--- src/rtl/trap_arbiter.sv ---
// Trap selection between commit and the CSR unit: synchronises and masks interrupts,
// delegates to M/S, and presents one trap at a time as a valid/ready transaction.
module trap_arbiter #(
  parameter int NUM_IRQ     = 12,
  parameter int CAUSE_WIDTH = 4,
  parameter int XLEN        = 32
) (
  input  logic                   clk,
  input  logic                   rst,
  input  logic [NUM_IRQ-1:0]     irq,
  input  logic [NUM_IRQ-1:0]     mie,
  input  logic [NUM_IRQ-1:0]     mideleg,
  input  logic [15:0]            medeleg,
  input  logic [1:0]             priv,
  input  logic                   mstatus_mie,
  input  logic                   mstatus_sie,
  input  logic                   exc_valid,
  output logic                   exc_ready,
  input  logic [3:0]             exc_code,
  input  logic [XLEN-1:0]        exc_value,
  output logic                   trap_valid,
  input  logic                   trap_ready,
  output logic                   trap_is_irq,
  output logic [CAUSE_WIDTH-1:0] trap_cause,
  output logic [XLEN-1:0]        trap_value,
  output logic [1:0]             trap_priv,
  output logic [NUM_IRQ-1:0]     mip
);

  typedef enum logic [1:0] {IDLE, PRESENT, HOLDOFF} state_t;

  // Standard interrupt codes packed lowest priority at [3:0], highest (11) at [35:32].
  localparam logic [35:0] STD_ORDER = {4'd11, 4'd3, 4'd7, 4'd9, 4'd1, 4'd5, 4'd8, 4'd0, 4'd4};

  state_t                   state, state_n;
  logic [NUM_IRQ-1:0]       sync1;
  logic [NUM_IRQ-1:0]       elig;
  logic [NUM_IRQ-1:0]       irq_to_s;
  logic [11:0]              elig_std;
  logic                     m_en, s_en;
  logic                     irq_any;
  logic [CAUSE_WIDTH-1:0]   irq_cause;
  logic                     irq_sel_s;
  logic [3:0]               std_idx;
  logic                     exc_to_s;
  logic                     load_exc, load_irq;

  assign m_en     = (priv != 2'b11) | mstatus_mie;
  assign s_en     = (priv == 2'b00) | ((priv == 2'b01) & mstatus_sie);
  assign exc_to_s = medeleg[exc_code] & (priv != 2'b11);

  always_comb begin
    elig     = '0;
    irq_to_s = '0;
    for (int unsigned i = 0; i < NUM_IRQ; i++) begin
      irq_to_s[i] = mideleg[i] & (priv != 2'b11);
      elig[i]     = mip[i] & mie[i] & (irq_to_s[i] ? s_en : m_en);
    end
  end

  assign elig_std = elig[11:0];

  // Platform lines first (lowest index wins), then standard lines override in rising priority.
  always_comb begin
    irq_any   = 1'b0;
    irq_cause = '0;
    irq_sel_s = 1'b0;
    std_idx   = '0;
    for (int unsigned i = 12; i < NUM_IRQ; i++) begin
      if (elig[i] && !irq_any) begin
        irq_any   = 1'b1;
        irq_cause = CAUSE_WIDTH'(i);
        irq_sel_s = irq_to_s[i];
      end
    end
    for (int unsigned k = 0; k < 9; k++) begin
      std_idx = STD_ORDER[k*4 +: 4];
      if (elig_std[std_idx]) begin
        irq_any   = 1'b1;
        irq_cause = CAUSE_WIDTH'(std_idx);
        irq_sel_s = irq_to_s[std_idx];
      end
    end
  end

  always_comb begin
    state_n  = state;
    load_exc = 1'b0;
    load_irq = 1'b0;
    case (state)
      IDLE: begin
        if (exc_valid) begin
          load_exc = 1'b1;
          state_n  = PRESENT;
        end else if (irq_any) begin
          load_irq = 1'b1;
          state_n  = PRESENT;
        end
      end
      PRESENT: if (trap_ready) state_n = HOLDOFF;
      HOLDOFF: state_n = IDLE;
      default: state_n = IDLE;
    endcase
  end

  assign exc_ready  = (state == IDLE);
  assign trap_valid = (state == PRESENT);

  always_ff @(posedge clk or posedge rst) begin
    if (rst) begin
      state       <= IDLE;
      sync1       <= '0;
      mip         <= '0;
      trap_is_irq <= 1'b0;
      trap_cause  <= '0;
      trap_value  <= '0;
      trap_priv   <= 2'b11;
    end else begin
      state <= state_n;
      sync1 <= irq;
      mip   <= sync1;
      if (load_exc) begin
        trap_is_irq <= 1'b0;
        trap_cause  <= CAUSE_WIDTH'(exc_code);
        trap_value  <= exc_value;
        trap_priv   <= exc_to_s ? 2'b01 : 2'b11;
      end else if (load_irq) begin
        trap_is_irq <= 1'b1;
        trap_cause  <= irq_cause;
        trap_value  <= '0;
        trap_priv   <= irq_sel_s ? 2'b01 : 2'b11;
      end
    end
  end

endmodule

--- config.mk ---
export PLATFORM = sky130hd
export DESIGN_NAME = trap_arbiter
export DESIGN_NICKNAME = d
export VERILOG_FILES = /design/src/rtl/trap_arbiter.sv
export SDC_FILE = /design/constraint.sdc
export NUM_CORES = 1
export LEC_CHECK = 0
export CORE_ASPECT_RATIO = 0.5
export CORE_MARGIN = 2
export CORE_UTILIZATION = 35
export CTS_BUF_LIST = sky130_fd_sc_hd__clkbuf_8 sky130_fd_sc_hd__clkbuf_16
export DETAILED_ROUTE_END_ITERATION = 7
export PLACE_DENSITY = 0.74
export SETUP_SLACK_MARGIN = 0.3
export SYNTH_ARGS = -nofsm -noshare
export SYNTH_HDL_FRONTEND = slang
export SYNTH_SLANG_ARGS = --single-unit
--- constraint.sdc ---
create_clock -name clk -period 2.2 [get_ports clk]
set_input_delay 0.66 -clock clk [delete_from_list [all_inputs] [get_ports clk]]
set_output_delay 0.66 -clock clk [all_outputs]
set_load 0.02 [all_outputs]
# Yosys cells after proc, flatten, opt, wreduce, memory -nomap -nowiden
# Cells that the tools add are included.
# W data, S select, Z words.
dict set report op_classes {
  magnitude_cmp 1
  n_eq_ne 5
  n_mux 57
  n_bitwise 31
  n_reduce_logical 4
}
# operator n
set op_table {}
lappend op_table {{$mux W32} 2}
lappend op_table {{$mux W4} 10}
lappend op_table {{$mux W1} 35}
lappend op_table {{$and A1 B1 Y1} 29}
lappend op_table {{$mux W2} 7}
lappend op_table {{$lt A4 B5 Y1 const B} 1}
lappend op_table {{$bmux W1 S4} 1}
lappend op_table {{$eq A2 B1 Y1 const B} 2}
lappend op_table {{$logic_not A2 Y1} 2}
lappend op_table {{$pmux W2 S2} 1}
lappend op_table {{$mux W3} 1}
lappend op_table {{$ne A3 B2 Y1 const B} 1}
lappend op_table {{$ne A2 B1 Y1 const B} 1}
lappend op_table {{$ne A2 B2 Y1 const B} 1}
lappend op_table {{$or A1 B1 Y1} 2}
lappend op_table {{$reduce_and A2 Y1} 1}
lappend op_table {{$reduce_bool A2 Y1} 1}
dict set report word_totals {
  regBits 65
  inputBits 96
  out_inout_bits 53
  word_cells 105
}

# Longest topological paths before layout
# Gate-level depths: netlist of the first run.
dict set report logic_depth {
  word_depth 19
  ltp_mapped 10
  ltp_nobuf 7
}

# Least setup slack after synthesis of the first run
# No wires, ideal clock.
dict set report synth_path {
  path_type {input to register}
  startpoint {input exc_code[0]}
  endpoint {register trap_priv[1]}
  setup_time_ns 0.072
  arrival_time_ns 2.267
  required_time_ns 2.128
  setup_slack_ns -0.139
  cell_stages 7
  path_buffers 1
  cell_sequence {buf_2 -> mux4_2 -> mux4_2 -> and3_1 -> a31oi_1 -> o41ai_1 -> o21ai_1}
}
dict set report synth_between {
  elab_chain_len 5
}
# element line_no
set synth_lines {}
lappend synth_lines {{start: declaration} 19} ;# input logic [3:0] exc_code,
lappend synth_lines {{$bmux W1 S4} 50} ;# assign exc_to_s = medeleg[exc_code] & (priv != 2'b11);
lappend synth_lines {{$mux W1 (implied by the code)} 50}
lappend synth_lines {{$and A1 B1 Y1} 50}
lappend synth_lines {{$mux W2} 126} ;# trap_priv <= exc_to_s ? 2'b01 : 2'b11;
lappend synth_lines {{$mux W2} 122} ;# if (load_exc) begin
lappend synth_lines {{end signal: assignment} 126}
lappend synth_lines {{end signal: assignment} 131} ;# trap_priv <= irq_sel_s ? 2'b01 : 2'b11;
lappend synth_lines {{end: declaration} 26} ;# output logic [1:0] trap_priv,
# Every way passes these cells. The select of a mux whose other input is x is not followed.
# A chain may end at the register's enable or synchronous reset.

# Final worst setup path of the first run
dict set report layout_path {
  startpoint {input priv[1]}
  endpoint {register trap_value[0]}
}
dict set report layout_between {
  elab_chain_len 18
  elab_cells_between_ends 46
  classes_between {eq/ne (2); mux (21); bitwise (21); reduce/logical (2)}
}
# element line_no
set layout_lines {}
lappend layout_lines {{start: declaration} 14} ;# input logic [1:0] priv,
lappend layout_lines {{$eq A2 B1 Y1} 49} ;# assign s_en = (priv == 2'b00) | ((priv == 2'b01) & mstatus_sie);
lappend layout_lines {{$and A1 B1 Y1} 49}
lappend layout_lines {{$or A1 B1 Y1} 49}
lappend layout_lines {{$mux W1} 57} ;# elig[i] = mip[i] & mie[i] & (irq_to_s[i] ? s_en : m_en);
lappend layout_lines {{$and A1 B1 Y1} 57}
lappend layout_lines {{$mux W1 (8 in series)} 78} ;# if (elig_std[std_idx]) begin
lappend layout_lines {{$mux W1 (*)} 78}
lappend layout_lines {{$mux W1 (*)} 95} ;# end else if (irq_any) begin
lappend layout_lines {{$mux W1 (*)} 92} ;# if (exc_valid) begin
lappend layout_lines {{$mux W1 (*)} 90} ;# case (state)
lappend layout_lines {{$reduce_bool A2 Y1 (no line) (*)} -}
lappend layout_lines {{end signal: assignment} 125} ;# trap_value <= exc_value;
lappend layout_lines {{end: declaration} 25} ;# output logic [XLEN-1:0] trap_value,
# Every way passes the cells marked *; elsewhere a longest branch is shown, timed or not.

==> results by group, run 1 <==
Final layout
  – Layout Cells excl Fill: 507
  – Post-layout util: 0.718
  – Nets: 502
  – Antenna Cells: 0
  – Layout cells sized above 1: 0.319
  – Fillers: 499
  – Area grow syn2layout: 97.7%

Yosys
  – Cells after Synth: 207
  – Multiplexer share of the synthesized area: 0.0458
  – Synth Area in XOR/XNOR: 0
  – Compound-Gate Fraction of Synth Area: 0.222
  – Top cell type's share of synthesized area: 0.589
  – Largest family of logic cells by synthesized area: compound AO/OA/AOI/OAI gates
  – Distinct cells, synth: 47
  – Synth area leaders: dfrtp_1 (59%), a22o_1 (10%), mux4_2 (4.2%), nand2_1 (2.5%), buf_6 (2.1%)
  – Seq cells post-synth: 64
  – Adder-cell share of the synthesized area: 0
  – Area share of and/or/nand/nor cells after synthesis: 0.0901
  – Synth Flop Type: dfrtp_1
  – Net Count, Synth: 303
  – Cell area after synthesis: 2680 µm²
  – Async set-reset flop share out of synthesis: 1.00
  – Ys Warns: 0
  – Sequential cell area fraction in the yosys report: 0.598
  – Cell taking the most area after synthesis: dfrtp_1
  – EDFF count, synth: 0
  – Avg Cell Area, Syn: 12.9 µm²

Hold path
  – HP Start: sync1[10]$_DFF_PP0_
  – Hold endpoint: mip[10]$_DFF_PP0_
  – Hold depth: 0
  – Worst Hold Class: flip-flop to flip-flop

Flow run
  – Max-cap violations: 0

Clocking
  – Clk sinks: 64
  – CTS tree: done
  – H-tree levels: 3
  – Clk Tree Root Cell: clkbuf_16
  – Cts hold-fix bufs: 0
  – Clk pin slew, worst setup/hold paths: 0.06 ns
  – Total CTS buffers: 9
  – Clock latency on the worst-skew pair: 0.32 ns
  – Clock buffer depth: 2

Pwr
  – Flop pwr share: 0.276
  – PwrDens: 1270 nW/µm²
  – Sw power: 2.36 mW
  – Static Leakage: 2.51 nW
  – Combinational power share: 0.475
  – Worst IR Drop VDD: 0.789 mV
  – Clock network power share: 0.249
  – Cell-internal power: 4.34 mW
  – Switching Fraction: 0.352

Worst setup path
  – Critical path peak fanout: 7
  – R2R Setup Slk: 0.25 ns
  – Worst r2r path cells: 9
  – Req. time, crit path: 2.46 ns
  – CP Launch Type: input pin
  – Crit path top cell by count: buf_6
  – Critical path's top delay family: buffers and inverters
  – R2r startpoint: mip[9]$_DFF_PP0_
  – Slowest cell on crit path: o31ai_4
  – RR Endpoint: trap_value[0]$_DFFE_PP0P_
  – Endpoint type of the worst setup path: flip-flop
  – Critical path arrival: 2.50 ns
  – Crit path buf inv count: 5
  – CP cell instances: buf_8, nor3b_4, buf_6, o21a_4, a2bb2oi_4, nand4_4, o31ai_4, buf_6, buf_12, clkbuf_16, a22o_1
  – WS Path Type: input pin to flip-flop
  – CP peak stage delay: 0.30 ns

Floorplan
  – Site row count: 22
  – Die width: 128 µm
  – Core area: 7380 µm²
  – Full die area: 8410 µm²
  – Die height: 65.9 µm
  – Initial core utilization: 0.363
  – I/O Pins: 149

Timing
  – Pins Over Slew Limit: 0
  – Setup slack after layout: -0.0391 ns
  – Skew final: 0.00794 ns
  – F_max: 0.447 GHz
  – Post-route clock period utilization: 1.02
  – RSZ-0062 raised after global routing: true
  – Hold slack: 0.347 ns
  – Count of final setup violators: 19
  – Fin. Hold Viols: 0
  – Min cycle time layout: 2.24 ns

Outcome
  – Outcome: complete, but fails checks
  – Failing checks: setup timing

Route
  – Met1 Wirelength: 4330 µm
  – First-pass detailed-route iteration total: 4
  – DR top layer: met4
  – Vias per cell: 5.20
  – Vias post-DR: 2637
  – Detailed Route WL: 10600 µm
  – WL met3: 406 µm
  – Number of antenna-violating nets in the routed design: 0
  – # DRC: 0
  – Routed met2 length: 5610 µm
  – Wirelength per Cell: 21.0 µm
  – 1st-iter DRT viols: 133

Global routing
  – Initial antenna violation count: 0
  – Largest net degree at the start of global routing: 49
  – Overall overflow remaining after global route: 0
  – Vias in the first global route: 2793
  – GRT Util Overall: 0.246
  – Global-route wire length before repair: 15200 µm

Placed design
  – Placed wire-length estimate: 6320 µm
  – Placed cell count: 465
  – Placer Congestion: 0.847
  – Pre-CTS setup slack: -0.783 ns
  – Port Buffers: 141
==> layer usage <==
metal  GRT usage  up-vias
met3      0.0502       22
met1       0.287     1357
li1            -     1173
met4       0.106        0
met5           0        -
met2       0.449       85
==> power by group through the flow <==
stage / clock network [mW] / registers, mW / logic [mW]
6_report: 1.67 / 1.85 / 3.19
5_1_grt: 1.74 / 1.88 / 3.31
4_1_cts: 1.67 / 1.81 / 2.92
3_5_place_dp: 0 / 1.82 / 2.44
3_3_place_gp: 0 / 1.80 / 2.40
2_1_floorplan: 0 / 2.24 / 0.796
==> worst max path at each step <==
stage,startpoint,to,cells after the start
2_1_floorplan,priv[1],trap_cause[3]$_DFFE_PP0P_,8
3_5_place_dp,priv[1],trap_value[19]$_DFFE_PP0P_,8
6_report,priv[1],trap_value[0]$_DFFE_PP0P_,11
5_1_grt,priv[1],trap_value[30]$_DFFE_PP0P_,11
4_1_cts,mstatus_sie,trap_value[14]$_DFFE_PP0P_,11
3_3_place_gp,priv[1],trap_value[27]$_DFFE_PP0P_,8
==> logic make-up (layout without fill, tap and decap cells) <==
family          count (synthesis)  in the layout
compound gates                 73             73
flops                          64             64
simple gates                   45             45
buf+inv                        18            222
mux                             6              6
other cells                     1              1
==> sequential cells by signal, summed over array words and instances, names as in the netlist <==
signal	flops
mip	12
trap_priv	1
sync1	12
trap_value	32
trap_is_irq	1
state	2
trap_cause	4
==> what timing repair did <==
action	in CTS	in global routing
pin swaps	14	11
cloned	5	2
gates resized for setup	154	17
setup buffers	17	2
setup endpoints to repair	91	39
==> final cells by class <==
cell class | instances | area, µm² | share of cell area
Clock inverter | 6 | 114 | 0.0215
Inverter | 5 | 22.5 | 0.00425
Timing Repair Buffer | 201 | 2030 | 0.384
Multi-Input combinational cell | 125 | 1160 | 0.220
Tap cell | 96 | 120 | 0.0227
Clock buffer | 10 | 239 | 0.0451
Sequential cell | 64 | 1600 | 0.303
==> cells in the final DEF, fill, tap and decap left out, types with 2 or more instances in the layout <==
cell / netlist / final
nor2_1: 5 / 3
mux4_2: 5 / 5
nand2_4: 0 / 2
clkinvlp_4: 0 / 3
bufinv_16: 0 / 3
clkdlybuf4s50_1: 0 / 61
a22o_4: 0 / 2
nor3_1: 5 / 3
dlygate4sd2_1: 0 / 59
clkbuf_16: 0 / 11
buf_12: 0 / 7
inv_1: 5 / 4
buf_16: 0 / 5
nor2_2: 1 / 2
a21oi_1: 5 / 5
nand2b_1: 2 / 2
nand2_1: 18 / 11
clkdlybuf4s15_1: 0 / 13
and2_1: 1 / 2
o21ai_1: 7 / 3
o21ai_0: 5 / 3
buf_6: 5 / 8
nand2_2: 0 / 5
nand3_2: 0 / 2
dfrtp_1: 63 / 63
o21ai_2: 0 / 6
a211oi_2: 0 / 3
a2bb2oi_4: 1 / 2
o21a_4: 0 / 2
and2b_2: 0 / 2
buf_2: 1 / 2
a31oi_1: 3 / 3
buf_4: 2 / 41
a22o_1: 32 / 30
==> cells in the mapped netlist (2+ instances only) <==
library cell and number:
mux4_2 5, clkbuf_1 4, nand3_1 3, nand2b_1 2, and2b_1 2, nor3_1 5
inv_1 5, o21ai_0 5, and3_1 2, nand2_1 18, buf_6 5, buf_4 2
a22o_1 32, o21a_2 2, a21oi_1 5, a31oi_1 3, dfrtp_1 63, nor2_1 5
o21ai_1 7, a211oi_1 5
==> per-stage QoR <==
step	power [mW]	cell area (µm²)	TNS (ns)
after global routing	6.93	5300	-1.20
after floorplan	3.04	2730	-2.61
final	6.70	5300	-0.375
after detailed placement	4.25	4450	-29.33
after global placement	4.20	4450	-28.04
after CTS	6.41	5160	0
Note: power is estimated with default switching activity, not from simulation.
==> inputs of run 2 (changes only) <==
--- a/config.mk
+++ b/config.mk
@@ -11,7 +11,8 @@
 export CTS_BUF_LIST = sky130_fd_sc_hd__clkbuf_8 sky130_fd_sc_hd__clkbuf_16
 export DETAILED_ROUTE_END_ITERATION = 7
 export PLACE_DENSITY = 0.74
-export SETUP_SLACK_MARGIN = 0.3
+export SETUP_SLACK_MARGIN = 0.15
 export SYNTH_ARGS = -nofsm -noshare
 export SYNTH_HDL_FRONTEND = slang
 export SYNTH_SLANG_ARGS = --single-unit
+export TNS_END_PERCENT = 100
==> run 2 against run 1 <==
Against the previous run: the run still ends with setup timing left; largest power group unchanged; critical endpoint is now trap_value[16]$_DFFE_PP0P_; sequential cell count unchanged; routed wire length fell by 4.4%; sequential share of layout area up 0.44 points.
==> results by group, run 2 (synthesis results as in run 1) <==
Outcome
  – Outcome: complete, but fails checks
  – Failing checks: setup timing

Final layout
  – Top Registers: trap_value (32), mip (12), sync1 (12)
  – Finished layout cell area: 5220 µm²
  – Max FFs per register: 32
  – Antenna Cells: 0
  – Layout Cells excl Fill: 503
  – Nets: 499
  – Most frequent cells in the layout: clkdlybuf4s50_1 (110), dfrtp_1 (63), buf_4 (42)
  – Area grow syn2layout: 94.8%
  – Fillers: 496
  – Largest register by flop count: trap_value
  – Layout cells sized above 1: 0.297
  – Post-layout util: 0.707
  – Most common cell after layout, fill and taps aside: clkdlybuf4s50_1

Flow run
  – Max-cap violations: 0

Timing
  – Slew headroom: 0.601
  – Min cycle time layout: 2.31 ns
  – Skew final: 0.00577 ns
  – Post-route clock period utilization: 1.05
  – Setup slack after layout: -0.111 ns
  – RSZ-0062 raised after global routing: true
  – Least-Margin Pin Slew: 0.583 ns
  – Count of final setup violators: 28
  – Setup TNS: -1.44 ns
  – Fin. Hold Viols: 0
  – Pins Over Slew Limit: 0
  – F_max: 0.433 GHz

Worst setup path
  – R2r startpoint: mip[9]$_DFF_PP0_
  – CP Launch Type: input pin
  – RR Endpoint: trap_value[16]$_DFFE_PP0P_
  – Slowest cell on crit path: clkdlybuf4s50_1
  – Req. time, crit path: 2.41 ns
  – R2R Setup Slk: 0.10 ns
  – Endpoint type of the worst setup path: flip-flop
  – CP startpoint: mideleg[9]
  – CP peak stage delay: 0.45 ns
  – Critical path peak fanout: 8
  – Crit path top cell by count: buf_6
  – Critical path arrival: 2.52 ns
  – CP cell instances: clkdlybuf4s50_1, a211oi_4, a31oi_4, nand4_4, o31ai_4, buf_6, buf_6, buf_6, buf_12, buf_16, a22o_1
  – WS Path Type: input pin to flip-flop
  – Worst Setup EP: trap_value[16]$_DFFE_PP0P_
  – Worst r2r path cells: 11

Placed design
  – Port Buffers: 141
  – Placed wire-length estimate: 6540 µm
  – Placed inst area: 4400 µm²
  – Pre-CTS setup slack: -0.787 ns
  – Placer Congestion: 0.779
  – Placed cell count: 462

Pwr
  – PwrDens: 1240 nW/µm²
  – Switching Fraction: 0.336
  – Cell-internal power: 4.31 mW
  – Sw power: 2.18 mW
  – Combinational power share: 0.485
  – Clock network power share: 0.234
  – Worst IR Drop VDD: 0.677 mV
  – Static Leakage: 2.32 nW
  – Flop pwr share: 0.282

Global routing
  – Initial antenna violation count: 0
  – Largest net degree at the start of global routing: 34
  – Busiest grt layer: met2
  – Global-route wire length before repair: 15300 µm
  – Met3 GRT Util: 0.0526
  – Met2 usage: 0.443
  – Overall overflow remaining after global route: 0
  – Vias in the first global route: 2822
  – Met1 Track Usage GR: 0.286
  – GRT Util Overall: 0.244

Route
  – Number of antenna-violating nets in the routed design: 0
  – First-pass detailed-route iteration total: 4
  – 1st-iter DRT viols: 142
  – Wirelength per Cell: 20.2 µm
  – # DRC: 0
  – Vias per cell: 5.14
  – Detailed Route WL: 10200 µm
  – Vias post-DR: 2587

Clocking
  – Clock buffer depth: 2
  – Clk sinks: 64
  – Clk Tree Root Cell: clkbuf_16
  – Clk pin slew, worst setup/hold paths: 0.05 ns
  – Clock latency on the worst-skew pair: 0.32 ns
  – Total CTS buffers: 9
  – H-tree levels: 3
  – CTS tree: done

Floorplan
  – I/O Pins: 149
  – Full die area: 8410 µm²
  – Site row count: 22
  – Core area: 7380 µm²
  – Die width: 128 µm
  – Initial core utilization: 0.363
  – Die height: 65.9 µm

Hold path
  – Worst Hold Class: flip-flop to flip-flop
run 2: cell count changes in the layout (fill, tap and decap cells not counted), moves of 3 or more:
cell             before  now
clkdlybuf4s50_1      61  110
o21ai_2               6    3
nand2_1              11   14
dlygate4sd2_1        59   19
clkdlybuf4s15_1      13    4
run 2: area by class of cell:
class	instances	area, µm²	area share
Clock buffer	10	239	0.0458
Clock inverter	5	81.3	0.0156
Inverter	5	22.5	0.00432
Multi-Input combinational cell	125	1170	0.224
Sequential cell	64	1600	0.307
Tap cell	96	120	0.0230
Timing Repair Buffer	198	1980	0.380
run 2: what timing repair did:
item / in CTS / in global routing
resized for setup: 88 / 18
cloned: 4 / 0
setup endpoints to repair: 43 / 39
pin swaps: 23 / 10
hold buffers: 0 / 0
buffers inserted: 19 / 3
run 2: stage by stage:
step                      power (mW)  hold slack, ns
after global placement          4.21           0.332
after detailed placement        4.27           0.336
after CTS                       6.39           0.346
final                           6.48           0.348
after global routing            6.73           0.357
after floorplan                 3.03           0.331
run 2: power groups by stage:
stage | Clock (mW) | Combinational [mW] | Sequential (mW)
final | 1.51 | 3.14 | 1.83
after detailed placement | 0 | 2.46 | 1.81
after CTS | 1.53 | 3.05 | 1.81
after floorplan | 0 | 0.792 | 2.24
after global routing | 1.59 | 3.28 | 1.86
after global placement | 0 | 2.41 | 1.80
run 2: critical path, delay by kind of cell:
| family | cells | cell delay [ns] |
|---|---|---|
| AOI/OAI and AO/OA | 4 | 0.67 |
| and+or+nand+nor | 1 | 0.13 |
| buffers and inverters | 6 | 1.04 |
run 2: worst min-delay path by stage:
stage                                    from                 to  slack, ns  cells after the start
after global routing       sync1[9]$_DFF_PP0_   mip[9]$_DFF_PP0_       0.36                      0
after CTS                 sync1[11]$_DFF_PP0_  mip[11]$_DFF_PP0_       0.35                      0
after detailed placement  sync1[11]$_DFF_PP0_  mip[11]$_DFF_PP0_       0.34                      0
after floorplan            sync1[0]$_DFF_PP0_   mip[0]$_DFF_PP0_       0.33                      0
after global placement    sync1[10]$_DFF_PP0_  mip[10]$_DFF_PP0_       0.33                      0
final                      sync1[5]$_DFF_PP0_   mip[5]$_DFF_PP0_       0.35                      0
run 2: routing by layer:
metal / share of wire / routed length (µm)
met1: 0.40 / 4050
met2: 0.53 / 5380
met3: 0.041 / 418
met4: 0.030 / 306
met5: 0 / 0
